[config.mk]
export PLATFORM = sky130hd
export DESIGN_NAME = gpio_ahb_arbiter
export DESIGN_NICKNAME = d
export VERILOG_FILES = /design/src/rtl/gpio_ahb_arbiter.sv
export SDC_FILE = /design/constraint.sdc
export NUM_CORES = 1
export LEC_CHECK = 0
export CAP_MARGIN = 10
export CELL_PAD_IN_SITES_DETAIL_PLACEMENT = 1
export CELL_PAD_IN_SITES_GLOBAL_PLACEMENT = 1
export CORE_MARGIN = 5
export CORE_UTILIZATION = 45
export CTS_CLUSTER_SIZE = 8
export DETAILED_ROUTE_END_ITERATION = 7
export DONT_BUFFER_PORTS = 1
export GPL_TIMING_DRIVEN = 0
export PLACE_DENSITY_LB_ADDON = 0.08
export SETUP_SLACK_MARGIN = 0.5
export SYNTH_ARGS = -nofsm -noshare
export SYNTH_HDL_FRONTEND = slang
export SYNTH_SLANG_ARGS = --single-unit
[constraint.sdc]
create_clock -name HCLK -period 11.7 [get_ports HCLK]
set_input_delay 1.17 -clock HCLK [delete_from_list [all_inputs] [get_ports HCLK]]
set_output_delay 1.17 -clock HCLK [all_outputs]
set_load 0.01 [all_outputs]
[src/rtl/gpio_ahb_arbiter.sv]
// Two-requester round-robin AHB-lite master feeding the GPIO slave port.
// Optional data-phase wait-state timeout: define GPIO_ARB_TIMEOUT_EN.
module gpio_ahb_arbiter #(
  parameter int DATA_W         = 32,
  parameter int TIMEOUT_CYCLES = 16
) (
  input  logic                   HCLK,
  input  logic                   HRESET,
  input  logic [1:0]             REQ,
  input  logic [1:0]             WE,
  input  logic [1:0][DATA_W-1:0] ADDR,
  input  logic [1:0][DATA_W-1:0] WDATA,
  output logic [1:0]             DONE,
  output logic [1:0]             ERR,
  output logic [DATA_W-1:0]      RDATA,
  output logic [DATA_W-1:0]      HADDR,
  output logic [1:0]             HTRANS,
  output logic                   HWRITE,
  output logic [DATA_W-1:0]      HWDATA,
  output logic                   HSEL,
  output logic                   HREADY,
  input  logic                   HREADYOUT,
  input  logic [DATA_W-1:0]      HRDATA
);

  typedef enum logic [1:0] {ST_IDLE, ST_ADDR, ST_DATA} state_t;

  state_t              state, state_n;
  logic [1:0]          req_m;
  logic                win;
  logic                owner;
  logic                last_owner;
  logic                we_q;
  logic [DATA_W-1:0]   wdata_q;
  logic                tmo;

  assign HREADY = HREADYOUT;

  // A requester is ignored while its DONE pulse is out, so a held REQ is not re-granted.
  always_comb begin
    req_m = REQ & ~DONE;
    win   = (req_m == 2'b11) ? ~last_owner : req_m[1];
  end

`ifdef GPIO_ARB_TIMEOUT_EN
  localparam int CW = $clog2(TIMEOUT_CYCLES + 1);
  localparam logic [CW-1:0] TMO_LAST = CW'(TIMEOUT_CYCLES - 1);

  logic [CW-1:0] wcnt;
  logic [1:0]    err_q;

  assign tmo = (state == ST_DATA) && !HREADYOUT && (wcnt == TMO_LAST);
  assign ERR = err_q;

  always_ff @(posedge HCLK or posedge HRESET) begin
    if (HRESET) begin
      wcnt  <= '0;
      err_q <= '0;
    end else begin
      err_q <= '0;
      if (state == ST_ADDR) begin
        wcnt <= '0;
      end else if (state == ST_DATA && !HREADYOUT) begin
        wcnt <= wcnt + 1'b1;
      end
      if (tmo) begin
        err_q[owner] <= 1'b1;
      end
    end
  end
`else
  logic unused_cfg;

  assign unused_cfg = ^TIMEOUT_CYCLES;
  assign tmo        = 1'b0;
  assign ERR        = '0;
`endif

  always_ff @(posedge HCLK or posedge HRESET) begin
    if (HRESET) begin
      state <= ST_IDLE;
    end else begin
      state <= state_n;
    end
  end

  always_comb begin
    state_n = state;
    case (state)
      ST_IDLE: if (|req_m) state_n = ST_ADDR;
      ST_ADDR: state_n = ST_DATA;
      ST_DATA: if (HREADYOUT || tmo) state_n = ST_IDLE;
      default: state_n = ST_IDLE;
    endcase
  end

  // Grant latch, bus phases and completion; every output here is registered.
  always_ff @(posedge HCLK or posedge HRESET) begin
    if (HRESET) begin
      owner      <= 1'b0;
      last_owner <= 1'b1;
      we_q       <= 1'b0;
      wdata_q    <= '0;
      HADDR      <= '0;
      HTRANS     <= 2'b00;
      HWRITE     <= 1'b0;
      HWDATA     <= '0;
      HSEL       <= 1'b0;
      DONE       <= '0;
      RDATA      <= '0;
    end else begin
      DONE <= '0;
      case (state)
        ST_IDLE: begin
          if (|req_m) begin
            owner   <= win;
            we_q    <= WE[win];
            wdata_q <= WDATA[win];
            HADDR   <= ADDR[win];
            HWRITE  <= WE[win];
            HSEL    <= 1'b1;
            HTRANS  <= 2'b10;
          end
        end
        ST_ADDR: begin
          HSEL   <= 1'b0;
          HTRANS <= 2'b00;
          HWDATA <= we_q ? wdata_q : '0;
        end
        ST_DATA: begin
          if (HREADYOUT) begin
            if (!we_q) begin
              RDATA <= HRDATA;
            end
            DONE[owner] <= 1'b1;
            last_owner  <= owner;
          end else if (tmo) begin
            DONE[owner] <= 1'b1;
            last_owner  <= owner;
          end
        end
        default: ;
      endcase
    end
  end

endmodule

* Word-level counts from Yosys, hierarchy flattened
Cells that the tools add are included.
Word-level totals: output and inout bits 105, word-level logic and storage cells 51, register bits after elaboration 138, input bits 167
Operators by class: reduce and logical (&&, ||, !) cells 9, magnitude comparators 3, bitwise gates (word level) 4, equal/unequal tests 5, multiplexer cells 19
Operators by type and width (number):
- 2-to-1 mux 32 bit | 5
- 2-to-1 mux 2 bit | 5
- AND reduction 2 bit | 4
- one-hot mux 2 bit (3 select lines) | 1
- 2-to-1 mux 1 bit | 5
- equality test 2 bit, second input constant | 2
- < comparator 1 x 2 -> 1 bit, second input constant | 2
- != test 2 bit, second input constant | 2
- one-hot mux 2 bit (2 select lines) | 1
- AND reduction 3 bit | 1
- AND 2 bit | 1
- equality test 2 x 1 -> 1 bit, second input constant | 1
- logical NOT 2 bit | 1
- inverter 1 bit | 2
- inverter 2 bit | 1
- one-hot mux 1 bit (2 select lines) | 1
- nonzero test 2 bit | 1
- OR reduction 2 bit | 1
- demux 1 bit (select 1 bit) | 1
- greater-or-equal comparator 1 bit, second input constant | 1
- logical AND 1 bit | 1

* Longest topological paths before layout
Gate-level depths: netlist of run 1.
depth in word-level cells 6, depth in mapped cells 6, gate-level depth less buffers 3

* Worst setup path after synthesis of run 1
No wires, ideal clock.
kind input port to output port, start in HREADYOUT, end out HREADY, cell stages on the path 1, buffers on the path 1, slack 9.241 ns, arrival 1.289 ns, cell sequence buf_4
RTL lines:
- start, declared | line 22 | input logic HREADYOUT,
- end, declared | line 21 | output logic HREADY,
No word-level cell between the ends.

* Worst setup path in the final report of run 1
start in HREADYOUT, end out HREADY
No word-level cell between the ends.

==> results.cfg, run 1 <==
[outcome]
status = completed

[place]
routability_congestion = 0.821
place.detailed.hpwl_um = 15700
placed_standard_cell_area_mm2 = 0.00717
io_buffers = 0

[floorplan]
floorplan.die.height_um = 134
die_area_mm2 = 0.0179
chipWidth_um = 134
ios = 272
rows = 45
initial_standard_cell_utilization_of_the_core = 0.457
core_area_mm2 = 0.0151

[pwr]
worst_ir_drop_vdd_uv = 94.7
power.density_cell_area_mw_per_mm2 = 292
fin_total_pwr_uw = 2270
leakagePower_uw = 0.00331

[critical_path]
critical_path_required_time_ns = 10.53
cpMaxStageDelayCell = sky130_fd_sc_hd__buf_4
worst_path_dominant_cell_family = buffers and inverters
critical_path_class = primary input to output pin
critical_path.cell_chain = buf_4
timing.critical_path.from_type = primary input
data_arrival_critical_path_ns = 1.29
critical_path_buf_inv_count = 1
crit_path_end_kind = output pin
path_max_fanout = 3
worst_path_largest_cell_delay_ns = 0.12

[cells_and_area]
stdcell_area_mm2 = 0.00776
leading_cell_type_in_the_layout_fill_and_taps_excluded = sky130_fd_sc_hd__dfrtp_1
layout_area_overhead_pct = 12.7
ff_latch_area_mm2 = 0.00340
num-fill-cells = 1624
area_of_the_multi_input_gates_mm2 = 0.00307
layout.cells.most_common_list = sky130_fd_sc_hd__dfrtp_1 (135), sky130_fd_sc_hd__o21ai_0 (92), sky130_fd_sc_hd__and3b_1 (66)
layout_cell_share_with_drive_strength_beyond_1 = 0.182
nNetsFinal = 815

[global_route]
wire_length_of_the_first_global_routing_pass_um = 32900
number_of_global_route_vias_before_repair = 5787
gr-total-overflow = 0
grt_usage = 0.233
grt_max_degree = 91
antenna_found_initial = 8

[timing]
setup_viol = 0
finalHoldWorstSlack_ns = 0.432
timing_hold_violations_final = 0
fin_crit_ns = 2.46
grt_setup_unrepaired = false
fin_setup_tns_ns = 0
tightest_slew_ns = 0.598
max_freq_mhz = 406
finalCritPeriodShare = 0.210
maxSlewHeadroom = 0.601
final_max_slew_viol_count = 0
final.setup_skew_ns = 0.0100

[clock_tree]
cts_made_buffers = 17
clock_tree.htree_level_count = 4
insertion_delay_ns = 0.41
holdBufCountCts = 0
clock_tree.buffer_depth = 2
ctsResizeCount = 0
cts_setup_buffers = 0
clock_edge_transition_at_the_registers_on_the_reported_setup_and_hold_paths_ns = 0.05
tritoncts = done
ctsRootBufferMaster = sky130_fd_sc_hd__clkbuf_16
clkSinkCount = 136

[detailed_routing]
antenna_violating_nets_post_route = 0
vias_per_cell = 6.17
violation_count_after_the_first_detailed_routing_iteration = 210
wl_um = 21100
vias = 5284
drt-wirelength-per-cell_um = 24.7
detail_route.drc_violations = 0
first_pass_iteration_count_of_the_detailed_router = 4

[yosys]
yosysWarningCount = 0
avgSynthCellArea_um2 = 11.0
synth.ff_latch_count = 136
post_synth_inst_count = 626
synth.cell_area_mm2 = 0.00689
yosysSeqAreaShare = 0.494
synth.lib_cells_used.distinct = 28

[worst_hold_path]
timing.hold.worst.class = register to register

[flow_run]
drv.max_cap_violation_count = 0
## where the power goes
group	internal, uW	leakage [uW]	switching [uW]	total, uW
Clock	315	0.000281	208	523
Sequential	701	0.00161	248	949
Combinational	380	0.00142	414	794
## Yosys cell counts
cell type	count	area, um^2
sky130_fd_sc_hd__nand2b_2	2	17.5
sky130_fd_sc_hd__a221oi_1	61	534
sky130_fd_sc_hd__o21ai_1	6	30.0
sky130_fd_sc_hd__nand3b_1	2	15.0
sky130_fd_sc_hd__o32ai_1	1	8.76
sky130_fd_sc_hd__mux2_2	25	282
sky130_fd_sc_hd__clkbuf_1	48	180
sky130_fd_sc_hd__nor2_2	1	6.26
sky130_fd_sc_hd__or2_1	1	6.26
sky130_fd_sc_hd__a2bb2oi_1	45	394
sky130_fd_sc_hd__mux2_1	7	78.8
sky130_fd_sc_hd__dfstp_2	1	26.3
sky130_fd_sc_hd__buf_2	19	95.1
sky130_fd_sc_hd__nor2_1	2	7.51
sky130_fd_sc_hd__a21oi_4	1	16.3
sky130_fd_sc_hd__dfrtp_1	135	3380
sky130_fd_sc_hd__a21o_1	2	15.0
sky130_fd_sc_hd__buf_6	7	78.8
sky130_fd_sc_hd__o21ai_0	92	460
sky130_fd_sc_hd__buf_4	7	52.6
sky130_fd_sc_hd__buf_1	2	7.51
sky130_fd_sc_hd__and3b_1	66	578
sky130_fd_sc_hd__conb_1	1	3.75
sky130_fd_sc_hd__a2bb2oi_2	20	300
sky130_fd_sc_hd__nand2_1	64	240
sky130_fd_sc_hd__inv_1	2	7.51
sky130_fd_sc_hd__a221oi_2	4	60.1
sky130_fd_sc_hd__nand2b_1	2	12.5
## worst paths after layout
| check | to | cells after the start | start | slack, ns |
|---|---|---|---|---|
| setup / recovery | HREADY | 1 | HREADYOUT | 9.24 |
| setup reg to reg | HADDR[4] | 5 | DONE[1] | 9.87 |
| max in group asynchronous | last_owner | 2 | HRESET | 10.21 |
| hold reg to reg | DONE[0] | 1 | owner | 0.43 |
| hold / removal | DONE[0] | 1 | owner | 0.43 |
| min in group asynchronous | RDATA[5] | 1 | HRESET | 0.64 |
## through the flow
stage               instances  utilization  setup slack (ns)
finish                    857        0.515              9.24
global route              857        0.515              9.23
CTS                       849        0.513              9.24
detailed placement        817        0.475              9.22
global placement          816        0.473              5.45
floorplan                 628            -              6.89
## logic make-up after synthesis
| kind of cell | after synthesis | share of synthesized area |
|---|---|---|
| AO/OA/AOI/OAI | 232 | 0.264 |
| AND/OR/NAND/NOR | 140 | 0.128 |
| flip-flops | 136 | 0.494 |
| buffers and inverters | 85 | 0.0612 |
| multiplexers | 32 | 0.0523 |
| other | 1 | 0.000544 |
## per-layer routing
| layer | wire [um] | vias to the layer above | GRT usage |
|---|---|---|---|
| li1 | - | 2415 | - |
| met1 | 8730 | 2626 | 0.291 |
| met2 | 10300 | 201 | 0.381 |
| met3 | 1550 | 40 | 0.0744 |
| met4 | 509 | 2 | 0.0846 |
| met5 | 13 | - | 0 |
## cell type report
cell class	count	area share
antenna	8	0.00258
buffer	83	0.0533
clock buffer	18	0.0553
clock inverter	14	0.0190
inverter	2	0.00161
multi-input combinational	407	0.396
sequential	136	0.438
tap	188	0.0303
timing repair buffer	1	0.00354
## state kept, by name, indices dropped and copies added, names as in the netlist
name and flops:
DONE 2, wdata_q 32, HADDR 32, HTRANS 1, HWDATA 32, RDATA 32, last_owner 1, state 2
we_q 1, owner 1
No activity file was read; power rests on OpenSTA's default activity.
==> inputs of run 2 (changes only) <==
--- a/config.mk
+++ b/config.mk
@@ -5,11 +5,12 @@
 export SDC_FILE = /design/constraint.sdc
 export NUM_CORES = 1
 export LEC_CHECK = 0
+export ABC_AREA = 1
 export CAP_MARGIN = 10
 export CELL_PAD_IN_SITES_DETAIL_PLACEMENT = 1
 export CELL_PAD_IN_SITES_GLOBAL_PLACEMENT = 1
 export CORE_MARGIN = 5
-export CORE_UTILIZATION = 45
+export CORE_UTILIZATION = 40
 export CTS_CLUSTER_SIZE = 8
 export DETAILED_ROUTE_END_ITERATION = 7
 export DONT_BUFFER_PORTS = 1
==> constraint.sdc (replaced) <==
create_clock -name HCLK -period 2.1 [get_ports HCLK]
set_input_delay 0.21 -clock HCLK [delete_from_list [all_inputs] [get_ports HCLK]]
set_output_delay 0.21 -clock HCLK [all_outputs]
set_load 0.01 [all_outputs]
==> results.cfg, run 2 <==
[detailed_routing]
wl_um = 21100
first_pass_iteration_count_of_the_detailed_router = 4
vias_per_cell = 4.96
violation_count_after_the_first_detailed_routing_iteration = 197
vias = 5761
antenna_violating_nets_post_route = 0
drt-wirelength-per-cell_um = 18.1
detail_route.drc_violations = 0

[pwr]
power.share.combinational = 0.307
switchingPower_uw = 4740
seq_power_share = 0.440
switching_share = 0.412
worst_ir_drop_vdd_uv = 690
clkPwrFrac = 0.253
leakagePower_uw = 0.00455
cellInternalPower_uw = 6750
power.density_cell_area_mw_per_mm2 = 1460

[global_route]
grt_max_degree = 43
antenna_found_initial = 1
wire_length_of_the_first_global_routing_pass_um = 33100
number_of_global_route_vias_before_repair = 6165
gr-total-overflow = 0
grt_usage = 0.216

[worst_hold_path]
hold_path_startpoint = ADDR[17]
timing.hold.worst.class = primary input to register
hold-path-endpoint = HADDR[17]
worst_hold_depth = 4

[clock_tree]
clock_tree.buffer_depth = 2
cts_setup_buffers = 0
tritoncts = done
clock_edge_transition_at_the_registers_on_the_reported_setup_and_hold_paths_ns = 0.06
insertion_delay_ns = 0.42
clock_tree.htree_level_count = 4
cts_made_buffers = 17
clkSinkCount = 136
ctsRootBufferMaster = sky130_fd_sc_hd__clkbuf_16

[timing]
setup_viol = 0
final_max_slew_viol_count = 0
grt_setup_unrepaired = false
setup_ws_ns = 0.602
maxSlewHeadroom = 0.394
max_freq_mhz = 668
final.setup_skew_ns = 0.0162
fin_crit_ns = 1.50
finalHoldWorstSlack_ns = 0.00984
finalCritPeriodShare = 0.713
timing_hold_violations_final = 0
tightest_slew_ns = 0.904

[cells_and_area]
layout.cells.most_common_list = sky130_fd_sc_hd__nand2_1 (301), sky130_fd_sc_hd__inv_1 (166), sky130_fd_sc_hd__nand3_1 (163)
layout_cell_share_with_drive_strength_beyond_1 = 0.104
layout_area_overhead_pct = 20.0
num-fill-cells = 2035
nNetsFinal = 1099
leading_cell_type_in_the_layout_fill_and_taps_excluded = sky130_fd_sc_hd__nand2_1

[floorplan]
chipWidth_um = 138
initial_standard_cell_utilization_of_the_core = 0.411
die_area_mm2 = 0.0191
core_area_mm2 = 0.0160
rows = 46
ios = 272
floorplan.die.height_um = 138

[yosys]
synth_ff_type = sky130_fd_sc_hd__dfrtp_1
post_synth_most_frequent_cells = sky130_fd_sc_hd__nand2_1 (301), sky130_fd_sc_hd__inv_1 (167), sky130_fd_sc_hd__nand3_1 (163)
yosysSeqAreaShare = 0.518
synth_enable_flop_cells = 0
post_synth_inst_count = 871
post-synth-top-area-fraction = 0.514
yosysWarningCount = 0
synth.ff_latch_count = 136
synth.cell_area_mm2 = 0.00657
synthArstFlopShare = 1.00
synth.top_cells.by_area = sky130_fd_sc_hd__dfrtp_1 (51%), sky130_fd_sc_hd__nand2_1 (17%), sky130_fd_sc_hd__nand3_1 (12%), sky130_fd_sc_hd__inv_1 (9.5%), sky130_fd_sc_hd__o21ai_1 (2.5%)
synthMostInstantiatedCell = sky130_fd_sc_hd__nand2_1
synth_top_area_cell = sky130_fd_sc_hd__dfrtp_1
avgSynthCellArea_um2 = 7.54
synth.lib_cells_used.distinct = 20

[critical_path]
timing.critical_path.from_type = register
critical_path_required_time_ns = 2.43
data_arrival_critical_path_ns = 1.83
r2r.worst_path.cells = 5
timing.rr.end = RDATA[25]
crit_path_end_kind = register
path_max_fanout = 10
critical_path_class = register to register
r2r_setup_slack_ns = 0.60
worst_r2r_startpoint = we_q

[place]
io_buffers = 0
routability_congestion = 0.780
place.detailed.hpwl_um = 15500
pre_cts_ws_ns = 0.525

[outcome]
status = completed

[flow_run]
drv.max_cap_violation_count = 0
run 2: cell count changes after synthesis, moves of 9 or more:
cell	delta
sky130_fd_sc_hd__a2bb2oi_1	-45
sky130_fd_sc_hd__a221oi_1	-61
sky130_fd_sc_hd__nand3_1	+163
sky130_fd_sc_hd__buf_2	+9
sky130_fd_sc_hd__o21ai_0	-90
sky130_fd_sc_hd__inv_1	+165
sky130_fd_sc_hd__o21ai_1	+27
sky130_fd_sc_hd__clkbuf_1	-37
sky130_fd_sc_hd__mux2_2	-25
sky130_fd_sc_hd__nand2_1	+237
sky130_fd_sc_hd__and3b_1	-66
sky130_fd_sc_hd__a2bb2oi_2	-20
run 2: worst max-delay path by stage:
stage                  from          to  slack (ns)  cells past startpoint
floorplan            HRESET     DONE[0]        0.20                      1
global placement     HRESET   RDATA[30]       -0.57                      1
detailed placement     we_q   RDATA[30]        0.52                      5
CTS                 DONE[0]  wdata_q[3]        0.50                      7
global route        DONE[0]   HADDR[13]        0.50                      8
finish                 we_q   RDATA[25]        0.60                      5
run 2: per-layer routing:
metal,track usage,share of wire,wire length [um]
met5,0,0,0
met4,0.0728,0.018,378
met3,0.0834,0.089,1870
met2,0.357,0.48,10200
met1,0.260,0.41,8600
run 2: worst max-delay path, stage by stage (launching register included):
cell and delay (ns):
sky130_fd_sc_hd__dfrtp_1 0.44, sky130_fd_sc_hd__clkbuf_2 0.23, sky130_fd_sc_hd__nand3b_4 0.27, sky130_fd_sc_hd__buf_2 0.25
sky130_fd_sc_hd__nand2_1 0.09, sky130_fd_sc_hd__o21ai_1 0.12
run 2: power by group through the flow:
| stage | sequential [uW] | clock (uW) | combinational, uW |
|---|---|---|---|
| detailed placement | 5100 | 0 | 3460 |
| global placement | 5050 | 0 | 3250 |
| CTS | 5080 | 2970 | 3550 |
| floorplan | 4730 | 0 | 2600 |
| finish | 5050 | 2910 | 3530 |
| global route | 5190 | 3090 | 4030 |
run 2: cell families (layout without fill, tap and decap cells):
kind of cell / count (synthesis) / in the layout / synth area share
compound gates: 36 / 36 / 0.0280
buf+inv: 227 / 299 / 0.147
flops: 136 / 136 / 0.518
other cells: 1 / 4 / 0.000571
simple gates: 471 / 471 / 0.306
run 2: area by class of cell:
type	instances	area (um^2)	area share
multi-input combinational	510	2210	0.280
antenna	1	2.50	0.000317
timing repair inverter	1	5.00	0.000635
clock buffer	21	460	0.0584
tap	216	270	0.0343
buffer	56	355	0.0451
inverter	171	646	0.0819
sequential	136	3410	0.432
timing repair buffer	39	420	0.0533
clock inverter	11	113	0.0143
run 2: metrics by stage:
step	total power, uW	setup TNS [ns]	utilization	area (um^2)	cells
after floorplan	7330	0	-	6580	873
after detailed placement	8560	0	0.432	6910	1092
after CTS	11600	0	0.490	7850	1160
after global routing	12300	0	0.493	7890	1162
final	11500	0	0.493	7890	1162
after global placement	8300	-74.79	0.428	6850	1089
run 2: timing repair:
action | 4_1_cts | 5_1_grt
cloned | 0 | 1
resized for setup | 2 | 20
endpoints found under the hold margin | 69 | 0
setup endpoints to repair | 2 | 87
hold buffers | 36 | 0
